### src/rtl/video_timing_pkg.sv
// Raster timing constants for the video peripheral: default 1024x768@60 (64 MHz pixel clock)
// and 640x480@60 (25.175 MHz), with derived line/frame totals.
package video_timing_pkg;

  localparam int XGA_H_ACTIVE = 1024;
  localparam int XGA_H_FP     = 24;
  localparam int XGA_H_SYNC   = 136;
  localparam int XGA_H_BP     = 160;
  localparam int XGA_V_ACTIVE = 768;
  localparam int XGA_V_FP     = 3;
  localparam int XGA_V_SYNC   = 6;
  localparam int XGA_V_BP     = 29;
  localparam int XGA_H_TOTAL  = XGA_H_ACTIVE + XGA_H_FP + XGA_H_SYNC + XGA_H_BP;
  localparam int XGA_V_TOTAL  = XGA_V_ACTIVE + XGA_V_FP + XGA_V_SYNC + XGA_V_BP;

  localparam int VGA_H_ACTIVE = 640;
  localparam int VGA_H_FP     = 16;
  localparam int VGA_H_SYNC   = 96;
  localparam int VGA_H_BP     = 48;
  localparam int VGA_V_ACTIVE = 480;
  localparam int VGA_V_FP     = 10;
  localparam int VGA_V_SYNC   = 2;
  localparam int VGA_V_BP     = 33;
  localparam int VGA_H_TOTAL  = VGA_H_ACTIVE + VGA_H_FP + VGA_H_SYNC + VGA_H_BP;
  localparam int VGA_V_TOTAL  = VGA_V_ACTIVE + VGA_V_FP + VGA_V_SYNC + VGA_V_BP;

endpackage

### src/rtl/timing_axis.sv
// One raster axis: wrapping counter plus active/sync window decode.
// Counter registered, decode combinational from the count; no backpressure.
module timing_axis #(
  parameter int ACTIVE = 1024,
  parameter int FP     = 24,
  parameter int SYNC   = 136,
  parameter int BP     = 160,
  parameter int W      = 11
) (
  input  logic         clk,
  input  logic         rst_n,
  input  logic         clr,
  input  logic         adv,
  output logic [W-1:0] cnt,
  output logic         wrap,
  output logic         active,
  output logic         sync_act
);

  localparam int TOTAL   = ACTIVE + FP + SYNC + BP;
  localparam int SYNC_LO = ACTIVE + FP;
  localparam int SYNC_HI = ACTIVE + FP + SYNC - 1;

  logic [W-1:0] cnt_q, cnt_d;
  logic         last;

  assign last = (cnt_q == W'(TOTAL - 1));

  always_comb begin
    cnt_d = cnt_q;
    if (clr)
      cnt_d = '0;
    else if (adv)
      cnt_d = last ? '0 : cnt_q + W'(1);
  end

  always_ff @(posedge clk) begin
    if (!rst_n)
      cnt_q <= '0;
    else
      cnt_q <= cnt_d;
  end

  assign cnt      = cnt_q;
  assign wrap     = adv & last;
  assign active   = (cnt_q < W'(ACTIVE));
  assign sync_act = (cnt_q >= W'(SYNC_LO)) && (cnt_q <= W'(SYNC_HI));

endmodule

### src/rtl/vga_timing_gen.sv
// Raster timing generator: coordinates, visible, syncs, line/frame/vblank pulses, frame counter.
// Outputs registered-state decode (1 clk from enable to first pixel); free-running, no backpressure.
module vga_timing_gen
  import video_timing_pkg::*;
#(
  parameter int H_ACTIVE = XGA_H_ACTIVE,
  parameter int H_FP     = XGA_H_FP,
  parameter int H_SYNC   = XGA_H_SYNC,
  parameter int H_BP     = XGA_H_BP,
  parameter int V_ACTIVE = XGA_V_ACTIVE,
  parameter int V_FP     = XGA_V_FP,
  parameter int V_SYNC   = XGA_V_SYNC,
  parameter int V_BP     = XGA_V_BP,
  parameter int PIX_DIV  = 1,
  parameter int HW       = 11,
  parameter int VW       = 10
) (
  input  logic          clk,
  input  logic          rst_n,
  input  logic          enable,
  input  logic          polarity,
  output logic [HW-1:0] pix_x,
  output logic [VW-1:0] pix_y,
  output logic          visible,
  output logic          hsync,
  output logic          vsync,
  output logic          line_start,
  output logic          frame_start,
  output logic          vblank_start,
  output logic [7:0]    frame_count
);

  localparam int DW = (PIX_DIV > 1) ? $clog2(PIX_DIV) : 1;

  logic          run_q, run_d;
  logic [DW-1:0] div_q, div_d;
  logic [7:0]    fc_q, fc_d;
  logic          div_wrap, clr, adv_h;
  logic [HW-1:0] h_cnt;
  logic [VW-1:0] v_cnt;
  logic          h_wrap, v_wrap, h_act, v_act, h_sync, v_sync;
  logic          pulse_ok;

  assign div_wrap = (div_q == DW'(PIX_DIV - 1));
  // The first enabled edge only arms run, so the origin is shown for a full pixel.
  assign clr      = ~enable | ~run_q;
  assign adv_h    = run_q & enable & div_wrap;

  timing_axis #(
    .ACTIVE(H_ACTIVE), .FP(H_FP), .SYNC(H_SYNC), .BP(H_BP), .W(HW)
  ) u_h_axis (
    .clk(clk), .rst_n(rst_n), .clr(clr), .adv(adv_h),
    .cnt(h_cnt), .wrap(h_wrap), .active(h_act), .sync_act(h_sync)
  );

  timing_axis #(
    .ACTIVE(V_ACTIVE), .FP(V_FP), .SYNC(V_SYNC), .BP(V_BP), .W(VW)
  ) u_v_axis (
    .clk(clk), .rst_n(rst_n), .clr(clr), .adv(h_wrap),
    .cnt(v_cnt), .wrap(v_wrap), .active(v_act), .sync_act(v_sync)
  );

  always_comb begin
    run_d = enable;
    div_d = div_q;
    fc_d  = fc_q;
    if (clr)
      div_d = '0;
    else
      div_d = div_wrap ? '0 : div_q + DW'(1);
    if (v_wrap)
      fc_d = fc_q + 8'd1;
  end

  always_ff @(posedge clk) begin
    if (!rst_n) begin
      run_q <= 1'b0;
      div_q <= '0;
      fc_q  <= '0;
    end else begin
      run_q <= run_d;
      div_q <= div_d;
      fc_q  <= fc_d;
    end
  end

  assign pulse_ok = run_q && (div_q == '0) && (h_cnt == '0);

  assign pix_x        = run_q ? h_cnt : '0;
  assign pix_y        = run_q ? v_cnt : '0;
  assign visible      = run_q & h_act & v_act;
  assign hsync        = (run_q & h_sync) ^ ~polarity;
  assign vsync        = (run_q & v_sync) ^ ~polarity;
  assign line_start   = pulse_ok;
  assign frame_start  = pulse_ok && (v_cnt == '0);
  assign vblank_start = pulse_ok && (v_cnt == VW'(V_ACTIVE));
  // Frame count keeps its value while idle so software sees it across enable drops.
  assign frame_count  = fc_q;

endmodule

### config.mk
export PLATFORM = sky130hd
export DESIGN_NAME = vga_timing_gen
export DESIGN_NICKNAME = d
export VERILOG_FILES = /design/src/rtl/video_timing_pkg.sv /design/src/rtl/timing_axis.sv /design/src/rtl/vga_timing_gen.sv
export SDC_FILE = /design/constraint.sdc
export NUM_CORES = 1
export LEC_CHECK = 0
export ABC_AREA = 0
export BUFFER_PORTS_ARGS = -buffer_cell sky130_fd_sc_hd__clkbuf_2
export CORE_MARGIN = 2
export CORE_UTILIZATION = 38
export DETAILED_ROUTE_END_ITERATION = 10
export SLEW_MARGIN = 15
export SYNTH_ARGS = -nofsm -noshare
export SYNTH_HDL_FRONTEND = slang
export SYNTH_SLANG_ARGS = --single-unit
### constraint.sdc
create_clock -name clk -period 1.8 [get_ports clk]
set_input_delay 0.27 -clock clk [delete_from_list [all_inputs] [get_ports clk]]
set_output_delay 0.27 -clock clk [all_outputs]
set_load 0.02 [all_outputs]
# Yosys cells after proc, flatten, opt, wreduce, memory -nomap -nowiden
# Cells that the tools add are included.
dict set report classes {
  addsub 4
  n_mul 0
  div 0
  order_cmp 6
  n_eq_ne 3
  shift 0
  mux 4
  bitwise 16
  reduce_logical 10
}
# cell n
set ops {}
lappend ops {{two-way mux 11 bit} 2}
lappend ops {{equality test 10 bit, second input constant} 2}
lappend ops {{two-way mux 10 bit} 2}
lappend ops {{adder 11 x 1 -> 11 bit, second input constant} 1}
lappend ops {{equality test 11 bit, second input constant} 1}
lappend ops {{>= comparator 11 bit, second input constant} 1}
lappend ops {{<= comparator 11 bit, second input constant} 1}
lappend ops {{zero test 11 bit} 1}
lappend ops {{< comparator 11 bit, second input constant} 1}
lappend ops {{adder 10 x 1 -> 10 bit, second input constant} 1}
lappend ops {{>= comparator 10 bit, second input constant} 1}
lappend ops {{<= comparator 10 bit, second input constant} 1}
lappend ops {{zero test 10 bit} 1}
lappend ops {{< comparator 10 bit, second input constant} 1}
lappend ops {{adder 8 x 1 -> 8 bit, second input constant} 1}
lappend ops {{AND 1 bit} 8}
lappend ops {{logical AND 1 bit} 6}
lappend ops {{inverter 1 bit} 5}
lappend ops {{OR reduction 3 bit} 1}
lappend ops {{OR reduction 2 bit} 1}
lappend ops {{bitwise XOR 1 bit} 2}
lappend ops {{adder 1 bit, second input constant} 1}
lappend ops {{bitwise OR 1 bit} 1}
dict set report totals {
  reg_bits 31
  latchBits 0
  ram_bits 0
  rom_bits 0
  in_bits 4
  out_inout_bits 35
  mem_count 0
}

# Longest topological paths before layout
dict set report logic_depth {
  ltp_word 4
  depth_mapped 7
  mapped_depth_nobuf 6
}

# Hierarchy
# From an unflattened synthesis, not the netlist that was laid out.
dict set report hier_totals {
  hier_cells 221
  hier_area_um2 1871.8
}
# mod instances cells_each area_each_um2
set modules_own_cells {}
lappend modules_own_cells {{timing_axis at u_h_axis} 1 79 685.7}
lappend modules_own_cells {vga_timing_gen 1 83 660.6}
lappend modules_own_cells {{timing_axis at u_v_axis} 1 59 525.5}

# Worst setup path before layout
# Ideal clock, no wire load.
dict set report synth_timing {
  kind {register -> register}
  start {reg u_h_axis.cnt_q[1], in the netlist u_h_axis.cnt[1]}
  end {reg u_v_axis.cnt_q[5], in the netlist u_v_axis.cnt[5]}
  setup_ns 0.121
  arrival_time_ns 1.850
  setup_slack_ns -0.171
  stages_incl_launch_ff 8
  path_buffers 2
  period_less_slack_ns 1.971
  cell_sequence {dfxtp_1 -> ha_1 -> nand4b_4 -> or2_1 -> clkbuf_1 -> buf_2 -> nor4_1 -> mux2_2}
}
dict set report synth_via {
  elab_chain_len 2
}
# element line
set synth_rtl {}
lappend synth_rtl {{from (decl)} timing_axis.sv:24} ;# logic [W-1:0] cnt_q, cnt_d;
lappend synth_rtl {{from (signal assigned)} timing_axis.sv:41} ;# cnt_q <= cnt_d;
lappend synth_rtl {{equality test 11 bit} timing_axis.sv:27} ;# assign last = (cnt_q == W'(TOTAL - 1));
lappend synth_rtl {{AND 1 bit} timing_axis.sv:45} ;# assign wrap = adv & last;
lappend synth_rtl {{to (signal assigned)} timing_axis.sv:41}
lappend synth_rtl {{to (decl)} timing_axis.sv:24}
# No other way between the ends.
# A chain may end at the register's enable or synchronous reset.

# Worst setup path in the final report
dict set report layout_timing {
  start {reg u_v_axis.cnt_q[6], in the netlist u_v_axis.cnt[6]}
  end {out vsync}
}
dict set report layout_via {
  elab_chain_len 4
  elab_cells_between_ends 5
}
# element line
set layout_rtl {}
lappend layout_rtl {{>= comparator 10 bit or <= comparator 10 bit (tied branches)} timing_axis.sv:47} ;# assign sync_act = (cnt_q >= W'(SYNC_LO)) && (cnt_q <= W'(SYNC_HI));
lappend layout_rtl {{logical AND 1 bit (*)} timing_axis.sv:47}
lappend layout_rtl {{AND 1 bit (*)} vga_timing_gen.sv:93} ;# assign vsync = (run_q & v_sync) ^ ~polarity;
lappend layout_rtl {{bitwise XOR 1 bit (*)} vga_timing_gen.sv:93}
lappend layout_rtl {{to (decl)} vga_timing_gen.sv:26} ;# output logic vsync,
# Every way passes the cells marked *; elsewhere a longest branch is shown, timed or not.

==> out/qor.csv <==
metric,value,unit
internal power,1.066,mW
design area,2963,um^2
Switching Share,22.45,%
status,"finished, violations left",
routed wire length,5809,um
Clock Latency Late Sink,0.28,ns
NetSw,308.5,uW
PwrDens,463.9,nW/um^2
CP top delay family,simple AND/OR/NAND/NOR gates,
startpoint types,flop,
Place WS,-0.05466,ns
top cell type's share of synthesized area,32.35,%
drt drc,0,
most frequent cell after synthesis,dfxtp_1,
Max-Cap Viols,0,
Initial DRC Count,152,
mux cell area share after synthesis,5.936,%
Filler Cells Inserted,446,
largest net degree at the start of global routing,24,
HPWL after DPL,3751,um
"area leader, netlist",dfxtp_1,
critical path peak fanout,2,
Crit path required time,1.53,ns
Logic pwr share,5.2,%
"Cell Chain, Critical Path",or3_4 > buf_6 > nor2_4 > nand3_1 > xor2_1 > buf_4,
post-synthesis adder-cell area fraction,3.914,%
grt ovf,0,
number of flops mapped to enable cells by yosys,0,
critical path class,flop to output port,
H-tree depth,2,
Final Cycle Share,110.6,%
Avg Vias per Cell,5.343,
layout cell share with drive strength beyond 1,47.80,%
PnR worst setup slack,-0.1910,ns
Post-Synthesis Cells,238,
First-pass DRT Iterations,4,
Critical Path Sink Type,output port,
post-synthesis xor/xnor area fraction,5.023,%
post-route ant nets,0,
IO buf count,38,
placer's final routability congestion estimate,0.8560,
Clk pwr share,44.6,%
synthesized cell area,1918,um^2
Initial Util,40.08,%
vias in the first global route,1815,
"slowest stage delay, CP",0.39,ns
final setup skew,0.01342,ns
yosys warns,0,
Synth Area in Simple Gates,38.29,%
top_reg_cell synth,dfxtp_1,
final hold vios,0,
area post-placement,2479,um^2
CP bufs+invs,2,
initial antenna violation count,0,
Cell variety after synth,42,
VDD IR max,0.4338,mV
Syn Area/Cell,8.059,um^2
Yosys reg bits,31,
fmax,502.3,MHz
antenna cells,0,
number of buffers created by CTS,5,
final instance count without filler cells,385,
first-pass GRT wire length,8735,um
Vias,2057,
Clock Path Buffers,2,
area of the core,4786,um^2
final core utilization,61.91,%
I/O pins,39,
RSZ-0062 raised after global routing,true,
WL per Instance,15.09,um
failing checks,negative setup slack,
"Arr. time, crit path",1.72,ns
Die Wd,75.05,um
Hold Crit Class,primary input to flop,
largest family of logic cells by synthesized area,simple AND/OR/NAND/NOR gates,
ranking of synthesized cells by area,"dfxtp_1, and2_1, nand2_1, mux2i_1, xnor2_1",
share of power burned in registers,50.2,%
fin. max-slew vios,0,
P_leak,1.229,nW
leading cell types by count after synthesis,"dfxtp_1, nand2_1, and2_1",
Final min period,1.991,ns
clk slew on worst S/H paths,0.08,ns
Setup-failing EPs final,15,
die height,75.05,um
syn nets,248,
row count,25,
final net count,327,
sequential fraction of the synthesis area,32.35,%
CTS Root Cell,clkbuf_8,
die area,5632,um^2
placed cell count,366,
clk sink count,31,
Layout Area Growth over Synthesis,54.47,%
TritonCTS clock tree,yes,
post-synthesis compound-gate area fraction,9.589,%
async set-reset flop share out of synthesis,0,%
GRT Overall Usage,20.32,%
CP max-delay cell,or3_4,
[layout make-up]
class                      count  area [um^2]  share of cell area [%]
clock buffer                   8        100.1                   3.378
inverter                       6        25.02                  0.8446
multi-input combinational    187         1505                   50.80
sequential                    31        640.6                   21.62
tap                           67        83.83                   2.829
timing repair buffer          86        608.1                   20.52
[flip-flops by register name (all words and copies together) (netlist names)]
register      count
div_q             1
frame_count       8
run_q             1
u_h_axis.cnt     11
u_v_axis.cnt     10
[per-stage QoR]
| stage | TNS (ns) | power [mW] | hold WS (ns) |
|---|---|---|---|
| 2_1_floorplan | -0.03069 | 0.7388 | 0.4144 |
| 3_3_place_gp | 0 | 0.7637 | 0.4701 |
| 3_5_place_dp | -0.1456 | 0.7643 | 0.4680 |
| 4_1_cts | -0.9466 | 1.381 | 0.3112 |
| 5_1_grt | -2.495 | 1.420 | 0.3275 |
| 6_report | -1.561 | 1.374 | 0.3230 |
[placed cells by master (no fill, tap or decap), types with 3 or more instances in the layout]
master / count
a21oi_1: 7
a21oi_2: 3
a31oi_1: 3
and2_1: 21
buf_4: 42
buf_6: 10
clkbuf_2: 33
clkbuf_8: 7
dfxtp_1: 19
dfxtp_2: 10
ha_1: 3
inv_1: 3
mux2i_1: 8
nand2_1: 20
nand2b_1: 5
nand3_1: 11
nand4_1: 8
nor2_1: 18
nor4_1: 3
nor4_2: 3
nor4_4: 6
o21ai_0: 4
o31ai_1: 4
or2_4: 3
or4_1: 4
or4_4: 3
xnor2_1: 9
[power by group through the flow]
stage                     logic, mW  clock network, mW  registers [mW]
after floorplan              0.0359                  0           0.703
after global placement       0.0580                  0           0.706
after detailed placement     0.0586                  0           0.706
after CTS                    0.0649              0.627           0.689
after global routing         0.0770              0.654           0.690
final                        0.0716              0.613           0.690
[logic make-up after synthesis]
logic type	after synthesis
xor+xnor	11
buf+inv	22
mux	11
fa+ha+maj	6
simple gates	127
flops	31
compound gates	29
other cells	1
[what timing repair did]
action / CTS / global route
gates cloned: 0 / 2
gates resized for setup: 40 / 36
setup buffers: 6 / 6
pin swaps: 17 / 14
hold buffers: 0 / 0
setup endpoints to repair: 11 / 20
[metal layers]
| metal | GRT usage [%] | part of all wire (%) | wire [um] |
|---|---|---|---|
| met5 | 0 | 0 | 0 |
| met1 | 28.25 | 46 | 2691 |
| met4 | 7.341 | 1.8 | 104 |
| met3 | 3.213 | 4.1 | 240 |
| met2 | 31.77 | 48 | 2773 |
[final timing paths]
check | startpoint | endpoint | slack [ns] | cells after the start
worst min-delay path | enable | run_q$_SDFF_PN0_ | 0.32 | 2
worst max register to register | u_v_axis.cnt[6]$_SDFFE_PP0P_ | frame_count[3]$_SDFFE_PN0P_ | -0.16 | 5
worst max-delay path | u_v_axis.cnt[6]$_SDFFE_PP0P_ | vsync | -0.19 | 6
worst min register to register | frame_count[7]$_SDFFE_PN0P_ | frame_count[7]$_SDFFE_PN0P_ | 0.49 | 2
Power figures use the tool's default switching activity.
